$ cat config.mk
export PLATFORM = sky130hd
export DESIGN_NAME = serv_alu_mac
export DESIGN_NICKNAME = d
export VERILOG_FILES = /design/src/rtl/serv_alu_pkg.sv /design/src/rtl/serv_alu_mul_seq.sv /design/src/rtl/serv_alu_mac.sv
export SDC_FILE = /design/constraint.sdc
export NUM_CORES = 1
export LEC_CHECK = 0
export CAP_MARGIN = 20
export CORE_AREA = 2 2 39 41
export CTS_CLUSTER_DIAMETER = 30
export DETAILED_ROUTE_END_ITERATION = 8
export DIE_AREA = 0 0 41 43
export DONT_BUFFER_PORTS = 1
export PLACE_DENSITY_LB_ADDON = 0.12
export SLEW_MARGIN = 15
export SYNTH_ARGS = -nofsm -noshare
export SYNTH_HDL_FRONTEND = slang
export SYNTH_SLANG_ARGS = --single-unit
$ cat constraint.sdc
create_clock -name clk -period 3.05 [get_ports clk]
set_input_delay 0.305 -clock clk [delete_from_list [all_inputs] [get_ports clk]]
set_output_delay 0.305 -clock clk [all_outputs]
set_load 0.01 [all_outputs]
$ cat src/rtl/serv_alu_pkg.sv
// Shared encodings for the bit-serial ALU/MAC: opcodes, FSM states, XLEN and beat count.
package serv_alu_pkg;

  localparam int XLEN = 32;

  typedef enum logic [2:0] {
    ALU_ADD  = 3'd0,
    ALU_SUB  = 3'd1,
    ALU_SLT  = 3'd2,
    ALU_SLTU = 3'd3,
    ALU_XOR  = 3'd4,
    ALU_OR   = 3'd5,
    ALU_AND  = 3'd6,
    ALU_MAC  = 3'd7
  } alu_op_e;

  typedef enum logic [1:0] {
    ST_IDLE   = 2'd0,
    ST_STREAM = 2'd1,
    ST_MUL    = 2'd2,
    ST_DRAIN  = 2'd3
  } alu_state_e;

  function automatic int beats(input int w);
    return XLEN / w;
  endfunction

endpackage

$ cat src/rtl/serv_alu_mul_seq.sv
// 32-cycle shift-add multiply engine: prod = acc_in + mcand * mplier (mod 2^32).
// done pulses on the final step cycle, with prod carrying that step's result.
module serv_alu_mul_seq
  import serv_alu_pkg::*;
(
  input  logic            clk,
  input  logic            rst,
  input  logic            start,
  input  logic [XLEN-1:0] mcand,
  input  logic [XLEN-1:0] mplier,
  input  logic [XLEN-1:0] acc_in,
  output logic            done,
  output logic [XLEN-1:0] prod
);

  logic [XLEN-1:0] mcand_q, mcand_d;
  logic [XLEN-1:0] mplier_q, mplier_d;
  logic [XLEN-1:0] prod_q, prod_d;
  logic [4:0]      cnt_q, cnt_d;
  logic            run_q, run_d;
  logic [XLEN-1:0] step_s;

  assign step_s = mplier_q[0] ? (prod_q + mcand_q) : prod_q;
  assign done   = run_q && (cnt_q == 5'd31);
  assign prod   = step_s;

  always_comb begin
    mcand_d  = mcand_q;
    mplier_d = mplier_q;
    prod_d   = prod_q;
    cnt_d    = cnt_q;
    run_d    = run_q;
    if (start) begin
      mcand_d  = mcand;
      mplier_d = mplier;
      prod_d   = acc_in;
      cnt_d    = 5'd0;
      run_d    = 1'b1;
    end else if (run_q) begin
      mcand_d  = mcand_q << 1;
      mplier_d = mplier_q >> 1;
      prod_d   = step_s;
      cnt_d    = cnt_q + 5'd1;
      run_d    = (cnt_q != 5'd31);
    end else begin
      run_d    = 1'b0;
    end
  end

  always_ff @(posedge clk or posedge rst) begin
    if (rst) begin
      mcand_q  <= {XLEN{1'b0}};
      mplier_q <= {XLEN{1'b0}};
      prod_q   <= {XLEN{1'b0}};
      cnt_q    <= 5'd0;
      run_q    <= 1'b0;
    end else begin
      mcand_q  <= mcand_d;
      mplier_q <= mplier_d;
      prod_q   <= prod_d;
      cnt_q    <= cnt_d;
      run_q    <= run_d;
    end
  end

endmodule

$ cat src/rtl/serv_alu_mac.sv
// W-bit-serial ALU; the i_start cycle is beat 0 of the stream. Define SERV_ALU_MAC_EN to build
// the MAC sequencer (operand capture, shift-add multiply, accumulator drain); otherwise op 7 is ADD.
module serv_alu_mac
  import serv_alu_pkg::*;
#(
  parameter int W = 1,
  parameter int B = W - 1
) (
  input  logic       clk,
  input  logic       i_rst,
  input  logic       i_start,
  input  logic [2:0] i_op,
  input  logic       i_acc_clr,
  input  logic [B:0] i_rs1,
  input  logic [B:0] i_op_b,
  output logic       o_busy,
  output logic [B:0] o_rd,
  output logic       o_rd_valid,
  output logic       o_cmp,
  output logic       o_done
);

  localparam int         BEATS     = beats(W);
  localparam logic [5:0] LAST_BEAT = 6'(BEATS - 1);

  alu_state_e state_q, state_d;
  logic [5:0] cnt_q, cnt_d;
  logic       carry_q, carry_d;
  alu_op_e    op_q, op_d;

  logic       start_take_s, in_stream_s, beat_last_s, is_mac_s, sub_s, cin_s, cmp_s;
  logic [5:0] beat_idx_s;
  alu_op_e    cur_op_s, alu_op_s;
  logic [B:0] b_x_s, alu_res_s;
  logic [W:0] sum_s;

  assign start_take_s = (state_q == ST_IDLE) && i_start;
  assign in_stream_s  = start_take_s || (state_q == ST_STREAM);
  assign beat_idx_s   = start_take_s ? 6'd0 : cnt_q;
  assign beat_last_s  = (beat_idx_s == LAST_BEAT);
  assign cur_op_s     = start_take_s ? alu_op_e'(i_op) : op_q;

`ifdef SERV_ALU_MAC_EN
  assign is_mac_s = (cur_op_s == ALU_MAC);
  assign alu_op_s = cur_op_s;
`else
  logic unused_acc_clr_s;
  assign unused_acc_clr_s = i_acc_clr;
  assign is_mac_s = 1'b0;
  assign alu_op_s = (cur_op_s == ALU_MAC) ? ALU_ADD : cur_op_s;
`endif

  assign sub_s  = (alu_op_s == ALU_SUB) || (alu_op_s == ALU_SLT) || (alu_op_s == ALU_SLTU);
  assign cin_s  = start_take_s ? sub_s : carry_q;
  assign b_x_s  = i_op_b ^ {W{sub_s}};
  assign sum_s  = {1'b0, i_rs1} + {1'b0, b_x_s} + {{W{1'b0}}, cin_s};
  assign o_busy = (state_q != ST_IDLE);

  // Per-beat ALU result and compare, using the sign bits of the chunk on the wire.
  always_comb begin
    alu_res_s = {W{1'b0}};
    cmp_s     = 1'b0;
    case (alu_op_s)
      ALU_ADD, ALU_SUB: alu_res_s = sum_s[B:0];
      ALU_XOR:          alu_res_s = i_rs1 ^ i_op_b;
      ALU_OR:           alu_res_s = i_rs1 | i_op_b;
      ALU_AND:          alu_res_s = i_rs1 & i_op_b;
      ALU_SLT:          cmp_s = (i_rs1[B] != i_op_b[B]) ? i_rs1[B] : ~sum_s[W];
      ALU_SLTU:         cmp_s = ~sum_s[W];
      default:          alu_res_s = {W{1'b0}};
    endcase
  end

`ifdef SERV_ALU_MAC_EN
  logic [XLEN-1:0] mcand_q, mcand_d, mplier_q, mplier_d, acc_q, acc_d;
  logic [XLEN-1:0] acc_in_s, mul_prod_s;
  logic [B:0]      drain_word_s;
  logic            mul_start_s, mul_done_s;

  // A clear in IDLE takes effect before a MAC starting in the same cycle reads the accumulator.
  assign acc_in_s     = ((state_q == ST_IDLE) && i_acc_clr) ? {XLEN{1'b0}} : acc_q;
  assign drain_word_s = W'(acc_q >> (32'(cnt_q) * 32'(W)));
  assign mul_start_s  = in_stream_s && is_mac_s && beat_last_s;

  serv_alu_mul_seq u_mul (
    .clk    (clk),
    .rst    (i_rst),
    .start  (mul_start_s),
    .mcand  (mcand_d),
    .mplier (mplier_d),
    .acc_in (acc_in_s),
    .done   (mul_done_s),
    .prod   (mul_prod_s)
  );

  // Operand capture registers and accumulator.
  always_ff @(posedge clk or posedge i_rst) begin
    if (i_rst) begin
      mcand_q  <= {XLEN{1'b0}};
      mplier_q <= {XLEN{1'b0}};
      acc_q    <= {XLEN{1'b0}};
    end else begin
      mcand_q  <= mcand_d;
      mplier_q <= mplier_d;
      acc_q    <= acc_d;
    end
  end
`endif

  // FSM next state, stream bookkeeping and output selection.
  always_comb begin
    state_d    = state_q;
    cnt_d      = cnt_q;
    carry_d    = carry_q;
    op_d       = op_q;
    o_rd       = {W{1'b0}};
    o_rd_valid = 1'b0;
    o_cmp      = 1'b0;
    o_done     = 1'b0;
`ifdef SERV_ALU_MAC_EN
    mcand_d    = mcand_q;
    mplier_d   = mplier_q;
    acc_d      = acc_in_s;
`endif
    if (in_stream_s) begin
      carry_d = sum_s[W];
      op_d    = cur_op_s;
      if (is_mac_s) begin
`ifdef SERV_ALU_MAC_EN
        // Chunks enter at the top so chunk 0 ends up in the LSBs after BEATS shifts.
        mcand_d  = (mcand_q >> W) | (XLEN'(i_rs1) << (XLEN - W));
        mplier_d = (mplier_q >> W) | (XLEN'(i_op_b) << (XLEN - W));
`endif
      end else begin
        o_rd       = alu_res_s;
        o_rd_valid = 1'b1;
        o_done     = beat_last_s;
        o_cmp      = beat_last_s & cmp_s;
      end
      if (beat_last_s) begin
        cnt_d   = 6'd0;
        state_d = is_mac_s ? ST_MUL : ST_IDLE;
      end else begin
        cnt_d   = beat_idx_s + 6'd1;
        state_d = ST_STREAM;
      end
    end else begin
      case (state_q)
        ST_IDLE: state_d = ST_IDLE;
`ifdef SERV_ALU_MAC_EN
        ST_MUL: begin
          if (mul_done_s) begin
            acc_d   = mul_prod_s;
            cnt_d   = 6'd0;
            state_d = ST_DRAIN;
          end else begin
            state_d = ST_MUL;
          end
        end
        ST_DRAIN: begin
          o_rd       = drain_word_s;
          o_rd_valid = 1'b1;
          if (cnt_q == LAST_BEAT) begin
            o_done  = 1'b1;
            cnt_d   = 6'd0;
            state_d = ST_IDLE;
          end else begin
            cnt_d   = cnt_q + 6'd1;
          end
        end
`endif
        default: begin
          cnt_d   = 6'd0;
          state_d = ST_IDLE;
        end
      endcase
    end
  end

  // FSM state, beat counter, inter-beat carry and latched opcode.
  always_ff @(posedge clk or posedge i_rst) begin
    if (i_rst) begin
      state_q <= ST_IDLE;
      cnt_q   <= 6'd0;
      carry_q <= 1'b0;
      op_q    <= ALU_ADD;
    end else begin
      state_q <= state_d;
      cnt_q   <= cnt_d;
      carry_q <= carry_d;
      op_q    <= op_d;
    end
  end

endmodule

==> flow_summary.yaml, run 1 <==
outcome:
  outcome: "finished clean"
layout:
  areaGrowthSynthToFinish_pct: 10.1
  fin_util: 0.583
  num-nets-final: 96
  fin_area_um2: 807
  diodes: 0
  drive_above_1_share: 0.195
  multi_input_area_um2: 438
  seq_area_um2: 275
  num-fill-cells: 121
power_and_ir_drop:
  ir_drop_v: 0.000403
  p_leak_nw: 0.356
  power_density_mw_per_mm2: 914
critical_path:
  worst-path-buf-inv: 1
  r2r_start: "state_q[0]"
  cp_slowest_stage_delay_ns: 0.48
  cp-endpoint: "o_rd"
  critPathLaunchType: "flop"
  worstRegToRegCells: 7
  cp_top_family: "compound AO/OA/AOI/OAI gates"
  critPathSlowestCell: "fa_1"
  required_ns: 2.74
  path_max_fanout: 8
  reg2reg_slack_ns: 0.95
  crit_type: "flop to primary output"
  cp.depth: 8
  startpoint: "state_q[0]"
  r2r-end: "carry_q"
  crit_path_end_kind: "primary output"
  arrival_ns: 2.54
  path_cells: "or2b_4, a21oi_4, inv_2, o21ai_1, xnor2_1, fa_1, o21ai_0, a311oi_2"
sta:
  setup_tns_ns: 0
  finalCritPeriodShare: 0.934
  worst_slew_pin_slew_ns: 0.467
  rsz0062_at_grt: "false"
  setup-violations-final: 0
  fmax_ghz: 0.351
  post-route-min-period_ns: 2.85
  relSlewSlack: 0.688
  drv_slew: 0
  fin_skew_ns: 0.00387
  final_hold_viol_count: 0
synthesis:
  ys_seq_area_frac: 0.375
  synthCells: 77
  ys_types: 34
  synthesis.nets: 90
  synth_edf_count: 0
  ys_async_sr_fraction: 1.00
  synth_top_cell_by_area: "dfrtp_1"
  ys_ff_latch: 11
  yosys_warnings: 0
  syn-cell-area_um2: 733
  yosysTopAreaCellShare: 0.375
  synth_ff_type: "dfrtp_1"
  synth.area.top_cells: "dfrtp_1 38%, ha_1 5.1%, o21ai_0 4.8%"
  synth.avg_cell_area_um2: 9.52
detailed_routing:
  routedWlPerCell_um: 14.6
  firstDrtPassIters: 4
  wl_met1_um: 692
  wl_um: 1430
  drcViolationCount: 0
  met3WireLength_um: 80
  drt_iter0_drc: 16
  top_layer: "met4"
  vias_per_cell: 5.88
  wl_met2_um: 643
  vias: 576
  ant_nets: 0
die:
  die_w_um: 41
  start_util: 0.530
  rows: 14
  die_h_um: 43
  ios: 14
  die_area_mm2: 0.00176
  fp.coreArea_mm2: 0.00138
global_routing:
  grt_first_pass_wirelength_um: 2240
  overflow: 0
  grt_pass1_vias: 522
  grt_use_total: 0.191
  antenna_found_initial: 0
  grt_max_degree: 12
job:
  max_cap_viol_count: 0
placement:
  placed_cell_area_um2: 749
  place_congestion: 0.773
  numPortBuffers: 0
  dp_hpwl_um: 1050
clock_tree:
  cts.sinks: 11
  clk_pin_slew_ns: 0.07
  cts_root_buffer: "clkbuf_4"
  cts_inserted_buffers: 3
  cts_tree: "yes"
  cts_max_level: 1
  insertion_delay_ns: 0.27
  cts_buffer_depth: 2
worst_hold_path:
  worstHoldPathType: "primary input to flop"
[worst register-to-register path: stages, from the launching register on]
cell and delay (ns):
dfrtp_1 0.47, or2b_4 0.33, a21oi_4 0.23, inv_2 0.06, o21ai_1 0.16, xnor2_1 0.09, fa_1 0.38, mux2_2 0.27
[placed cells by master (no fill, tap or decap), types with 2 or more instances in the layout]
master / instances
a311oi_2: 2
dfrtp_1: 11
nand3_1: 3
nand2b_1: 3
o21ai_0: 7
inv_1: 6
inv_2: 2
a21oi_1: 3
a31oi_1: 2
nor2_1: 4
mux2_2: 2
clkbuf_4: 3
and3b_1: 2
and2_1: 2
ha_1: 3
nand2_1: 6
[registers in the layout, summed over array words and instances, names as in the netlist]
| signal | cells |
|---|---|
| carry_q | 1 |
| state_q | 1 |
| cnt_q | 6 |
| op_q | 3 |
[how the worst min path moves through the flow]
stage | from | end | cells past startpoint
finish | i_op[1] | op_q[1] | 1
floorplan | i_rst | carry_q | 1
global placement | i_rst | cnt_q[5] | 1
global route | i_op[1] | op_q[1] | 1
detailed placement | i_rst | cnt_q[5] | 1
CTS | i_op[1] | op_q[1] | 1
[cell type report]
class	count	area share
clock buffers	4	0.0326
inverters	8	0.0372
multi-input cells	57	0.543
flip-flops and latches	11	0.341
well taps	16	0.0248
repair buffers	2	0.0217
[report_power, final]
group | leakage (nW) | switching [mW] | total, mW | internal [mW]
registers | 0.129 | 0.0564 | 0.272 | 0.216
logic | 0.212 | 0.187 | 0.365 | 0.178
clock network | 0.0150 | 0.0497 | 0.100 | 0.0506
total | 0.356 | 0.293 | 0.737 | 0.444
[metrics by stage]
| step | power, mW | setup WS [ns] | hold slack, ns | instances |
|---|---|---|---|---|
| after floorplan | 0.560 | 0.475 | 0.157 | 77 |
| after global placement | 0.615 | 0.349 | 0.212 | 93 |
| after detailed placement | 0.621 | 0.369 | 0.220 | 93 |
| after CTS | 0.727 | 0.0560 | 0.236 | 98 |
| after global routing | 0.799 | 0.0570 | 0.242 | 98 |
| final | 0.737 | 0.201 | 0.248 | 98 |
[layer usage]
layer,vias up,global-route usage
met1,276,0.270
li1,284,-
met3,2,0.0628
met2,14,0.250
met4,0,0.100
met5,-,0
[synthesized netlist by cell type (all sizes together) (3+ instances only)]
library cell	n
dfrtp	11
nand2b	3
nand3	3
o21ai	8
a21oi	4
ha	3
inv	8
mux2	3
nand2	6
nor2	4
[cell families (layout without fill, tap and decap cells)]
| logic type | after synthesis | count (layout) | share of synthesized area |
|---|---|---|---|
| simple gates | 25 | 25 | 0.200 |
| compound gates | 22 | 22 | 0.200 |
| flops | 11 | 11 | 0.375 |
| buf+inv | 9 | 14 | 0.0563 |
| mux | 5 | 5 | 0.0785 |
| fa+ha+maj | 4 | 4 | 0.0785 |
| xor+xnor | 1 | 1 | 0.0119 |
[what timing repair did]
action,CTS,global route
buffers inserted,0,0
endpoints found under the hold margin,11,0
gates resized for setup,0,4
hold buffers,1,0
endpoints found under the setup margin,0,2
Note: power is estimated with default switching activity, not from simulation.
==> inputs of run 2 (changes only) <==
BUFFER_PORTS_ARGS = -buffer_cell sky130_fd_sc_hd__buf_2   (was not set)
CORE_AREA = not set   (was 2 2 39 41)
CORE_UTILIZATION = 52   (was not set)
DIE_AREA = not set   (was 0 0 41 43)
DONT_BUFFER_PORTS = not set   (was 1)
SKIP_LAST_GASP = 1   (was not set)
==> run 2 against run 1 <==
Net effect:
- sequential power increased by 3%
- via count increased by 8.2%
- non-clock buffer count increased by 12
- clock-buffer cell count unchanged
- core utilization increased by 8.3 points
- global-route usage increased by 3.5 points
- clock power decreased by 5%
- flip-flop and latch count unchanged
- die area decreased by 11%
- sequential share of layout area decreased by 2.2 points
- critical path depth unchanged
- worst setup slack got worse by 0.028 ns
- critical path type unchanged
- critical endpoint unchanged
- largest cell class unchanged
- largest power group unchanged
- highest routed layer unchanged
==> flow_summary.yaml, run 2 (synthesized netlist as in run 1, its figures left out) <==
clock_tree:
  insertion_delay_ns: 0.26
  clk_pin_slew_ns: 0.07
  cts.sinks: 11
  cts_buffer_depth: 2
  cts_max_level: 1
  cts_tree: "yes"
  cts_root_buffer: "clkbuf_4"
  cts_inserted_buffers: 3
sta:
  final_hold_viol_count: 0
  fmax_ghz: 0.348
  relSlewSlack: 0.665
  setup_tns_ns: 0
  holdWs_ns: 0.0141
  finalCritPeriodShare: 0.943
  worst_slew_pin_slew_ns: 0.500
  drv_slew: 0
  fin_skew_ns: 0.00746
  post-route-min-period_ns: 2.88
  rsz0062_at_grt: "false"
  setup-violations-final: 0
critical_path:
  crit_type: "flop to primary output"
  required_ns: 2.74
  path_max_fanout: 7
  arrival_ns: 2.57
  critPathLaunchType: "flop"
  cp_slowest_stage_delay_ns: 0.47
  path_cells: "nor2b_4, mux2_4, o21ai_1, xnor2_1, fa_1, o21ai_0, a311oi_2, buf_2"
  critPathSlowestCell: "fa_1"
  crit_path_end_kind: "primary output"
power_and_ir_drop:
  ir_drop_v: 0.000515
  p_leak_nw: 0.403
  finalPower_mw: 0.778
  power_density_mw_per_mm2: 898
detailed_routing:
  ant_nets: 0
  vias: 623
  drcViolationCount: 0
  vias_per_cell: 5.72
  routedWlPerCell_um: 13.8
  drt_iter0_drc: 12
  wl_um: 1500
  firstDrtPassIters: 4
global_routing:
  antenna_found_initial: 0
  grt_max_degree: 12
  grt_pass1_vias: 512
  overflow: 0
  grt_first_pass_wirelength_um: 2180
  grt_use_total: 0.225
placement:
  numPortBuffers: 12
  place_congestion: 0.774
  dp_hpwl_um: 1140
job:
  max_cap_viol_count: 0
layout:
  num-fill-cells: 110
  fin_util: 0.666
  diodes: 0
  seq_area_um2: 277
  areaGrowthSynthToFinish_pct: 18.3
  multi_input_area_um2: 440
  drive_above_1_share: 0.309
  largest-register: "cnt_q"
  final_common_cell: "buf_2"
  top_regs: "cnt_q x6, op_q x3"
  largest_reg_flops: 6
  num-nets-final: 108
  most-common-layout-cells: "12 x buf_2, 10 x dfrtp_1, 7 x o21ai_0"
die:
  rows: 13
  die_w_um: 39.6
  die_h_um: 39.6
  ios: 14
  start_util: 0.563
  fp.coreArea_mm2: 0.00130
  die_area_mm2: 0.00156
outcome:
  outcome: "finished clean"
worst_hold_path:
  worstHoldPathType: "primary input to async pin"
==> run 2: changes by cell type in the layout (fill, tap and decap cells not counted), sizes merged <==
cell         change
dlygate4sd3      -1
buf             +13
==> run 2: metal layers <==
metal / track usage / part of all wire / up-vias
li1: - / - / 312
met3: 0.0852 / 0.041 / 2
met1: 0.292 / 0.46 / 295
met2: 0.340 / 0.49 / 14
met5: 0 / 0 / -
met4: 0.0776 / 0.0080 / 0
==> run 2: worst max-delay path: cells and delay by family, from the launching register on <==
| kind | cells | cell delay, ns |
|---|---|---|
| adders and majority gates | 1 | 0.47 |
| muxes | 1 | 0.36 |
| AOI/OAI and AO/OA | 3 | 0.54 |
| xor gates and xnor gates | 1 | 0.10 |
| DFF | 1 | 0.46 |
| buffers and inverters | 1 | 0.16 |
| and+or+nand+nor | 1 | 0.22 |
==> run 2: repair_timing <==
action	4_1_cts	5_1_grt
buffers inserted	0	2
hold buffers	0	0
endpoints found under the setup margin	1	2
pin swaps	0	1
resized for setup	2	3
==> run 2: layout make-up <==
type / instances / area share
inverters: 8 / 0.0346
clock buffers: 4 / 0.0303
repair buffers: 14 / 0.0866
flip-flops and latches: 11 / 0.319
well taps: 15 / 0.0216
multi-input cells: 57 / 0.508
==> run 2: final timing paths <==
check,startpoint,to,cells after the start,slack (ns)
max,state_q[0],o_rd,8,0.17
min,i_rst,cnt_q[4],2,0.01
max reg2reg,state_q[0],carry_q,6,0.98
min reg2reg,carry_q,carry_q,1,0.51
max in group asynchronous,i_rst,state_q[0],2,2.72
min in group clk,i_op[1],op_q[1],2,0.37
==> run 2: report_power, final <==
| part | total [mW] | switching (mW) | internal (mW) |
|---|---|---|---|
| clock | 0.0948 | 0.0443 | 0.0505 |
| combinational | 0.403 | 0.202 | 0.201 |
| sequential | 0.280 | 0.0639 | 0.217 |
==> run 2: per-stage QoR <==
stage / cell area (µm²) / std cells / worst slack [ns]
after CTS: 838 / 107 / 0.000537
after global placement: 801 / 103 / 0.254
after floorplan: 733 / 77 / 0.475
after detailed placement: 801 / 103 / 0.254
after global routing: 867 / 109 / 0.0110
final: 867 / 109 / 0.173
==> inputs of run 3 (changes only) <==
CORE_MARGIN = 2   (was not set)
clock period = 2.8 ns   (was 3.05 ns; I/O delays follow)
==> run 3 against run 2 <==
Net effect:
- clock skew fell by 0.0055 ns
- largest cell class unchanged
- non-clock buffer count rose by 6
- wire length rose by 11%
- register-to-register slack got worse by 0.24 ns
- highest routed layer unchanged
- critical path type unchanged
- sequential power rose by 7.5%
- core utilization rose by 3.8 points
==> flow_summary.yaml, run 3 (synthesized netlist as in run 1, its figures left out) <==
global_routing:
  grt_max_degree: 12
  overflow: 0
  grt_pass1_vias: 606
  grt_use_total: 0.223
  antenna_found_initial: 0
  grt_first_pass_wirelength_um: 2850
power_and_ir_drop:
  p_leak_nw: 0.431
  ir_drop_v: 0.000622
  finalPower_mw: 0.914
  power_density_mw_per_mm2: 996
detailed_routing:
  drcViolationCount: 0
  vias: 663
  firstDrtPassIters: 4
  ant_nets: 0
  wl_um: 1670
  routedWlPerCell_um: 14.5
  drt_iter0_drc: 11
  vias_per_cell: 5.77
critical_path:
  startpoint: "state_q[0]"
  crit_type: "flop to primary output"
  critPathSlowestCell: "fa_1"
  cp_top_family: "compound AO/OA/AOI/OAI gates"
  reg2reg_slack_ns: 0.74
  r2r_start: "state_q[0]"
  worstRegToRegCells: 9
  crit_path_end_kind: "primary output"
  worst-path-buf-inv: 2
  path_max_fanout: 6
  required_ns: 2.52
  path_cells: "or2b_1, a21oi_4, inv_2, o21ai_2, xnor2_1, fa_1, o21ai_1, a311oi_2, buf_2"
  r2r-end: "cnt_q[3]"
  arrival_ns: 2.43
  critPathLaunchType: "flop"
  cp_slowest_stage_delay_ns: 0.47
sta:
  fmax_ghz: 0.368
  worst_slew_pin_slew_ns: 0.505
  setup_ws_ns: 0.0857
  setup-violations-final: 0
  finalCritPeriodShare: 0.969
  relSlewSlack: 0.662
  post-route-min-period_ns: 2.71
  fin_skew_ns: 0.00201
  final_hold_viol_count: 0
  drv_slew: 0
  rsz0062_at_grt: "true"
  setup_tns_ns: 0
outcome:
  outcome: "finished clean"
placement:
  place_congestion: 0.782
  dp_hpwl_um: 1160
  dpl_worst_slack_ns: 0.217
  numPortBuffers: 12
layout:
  largest-register: "cnt_q"
  top_regs: "cnt_q x6, op_q x3"
  final_common_cell: "buf_2"
  areaGrowthSynthToFinish_pct: 25.1
  diodes: 0
  most-common-layout-cells: "12 x buf_2, 10 x dfrtp_1, 7 x buf_4"
  num-nets-final: 114
  drive_above_1_share: 0.350
  largest_reg_flops: 6
die:
  die_w_um: 41.6
  fp.coreArea_mm2: 0.00130
  start_util: 0.563
  die_area_mm2: 0.00173
  rows: 13
  die_h_um: 41.6
  ios: 14
clock_tree:
  cts_tree: "yes"
  cts_max_level: 1
  cts_root_buffer: "clkbuf_4"
  cts_inserted_buffers: 3
  clk_pin_slew_ns: 0.07
  cts_buffer_depth: 2
  cts.sinks: 11
  insertion_delay_ns: 0.28
job:
  max_cap_viol_count: 0
worst_hold_path:
  holdCritStartpoint: "i_start"
  min_path_cells: 4
  worstHoldPathType: "primary input to flop"
  holdPathEnd: "cnt_q[1]"
==> run 3: worst max path at each step <==
| stage | to | slack, ns | cells after the start |
|---|---|---|---|
| global route | o_rd | -0.05 | 9 |
| floorplan | o_rd | 0.25 | 9 |
| finish | o_rd | 0.09 | 9 |
| detailed placement | o_rd | 0.22 | 9 |
| CTS | o_rd | 0.03 | 8 |
| global placement | o_rd | 0.24 | 9 |
==> run 3: stage by stage <==
step / utilization / hold WS [ns] / area [µm²] / instances
2_1_floorplan: - / 0.132 / 733 / 77
3_3_place_gp: 0.633 / 0.288 / 823 / 106
3_5_place_dp: 0.633 / 0.290 / 823 / 106
4_1_cts: 0.679 / 0.315 / 883 / 113
5_1_grt: 0.705 / 0.455 / 917 / 115
6_report: 0.705 / 0.430 / 917 / 115
==> run 3: layout make-up <==
class | count | area [µm²]
clock buffer | 4 | 26.3
sequential | 11 | 277
tap | 15 | 18.8
multi-input combinational | 57 | 443
inverter | 8 | 30.0
fill | 115 | 384
timing repair buffer | 20 | 123
==> run 3: power by group <==
group / internal (mW) / leakage (nW) / switching [mW]
registers: 0.236 / 0.129 / 0.0655
logic: 0.256 / 0.287 / 0.242
clock network: 0.0554 / 0.0150 / 0.0591
total: 0.547 / 0.431 / 0.367
==> run 3: repair_timing <==
action                     4_1_cts  5_1_grt
setup endpoints to repair        2        2
gates resized for setup          2        5
hold buffers                     1        0
hold endpoints to repair        11        0
buffers inserted                 2        2
pin swaps                        1        5
==> run 3: tightest hold or removal path, cell delays in order <==
cell and delay (ns):
buf_2 0.10, nor2_1 0.12, nand2_1 0.09, o21ai_0 0.07
==> run 3: metal layers <==
layer,vias up,share of wire,GRT usage
met5,-,0,0
met4,0,0.029,0.148
met3,4,0.044,0.0391
met2,26,0.48,0.341
met1,310,0.44,0.288
li1,323,-,-
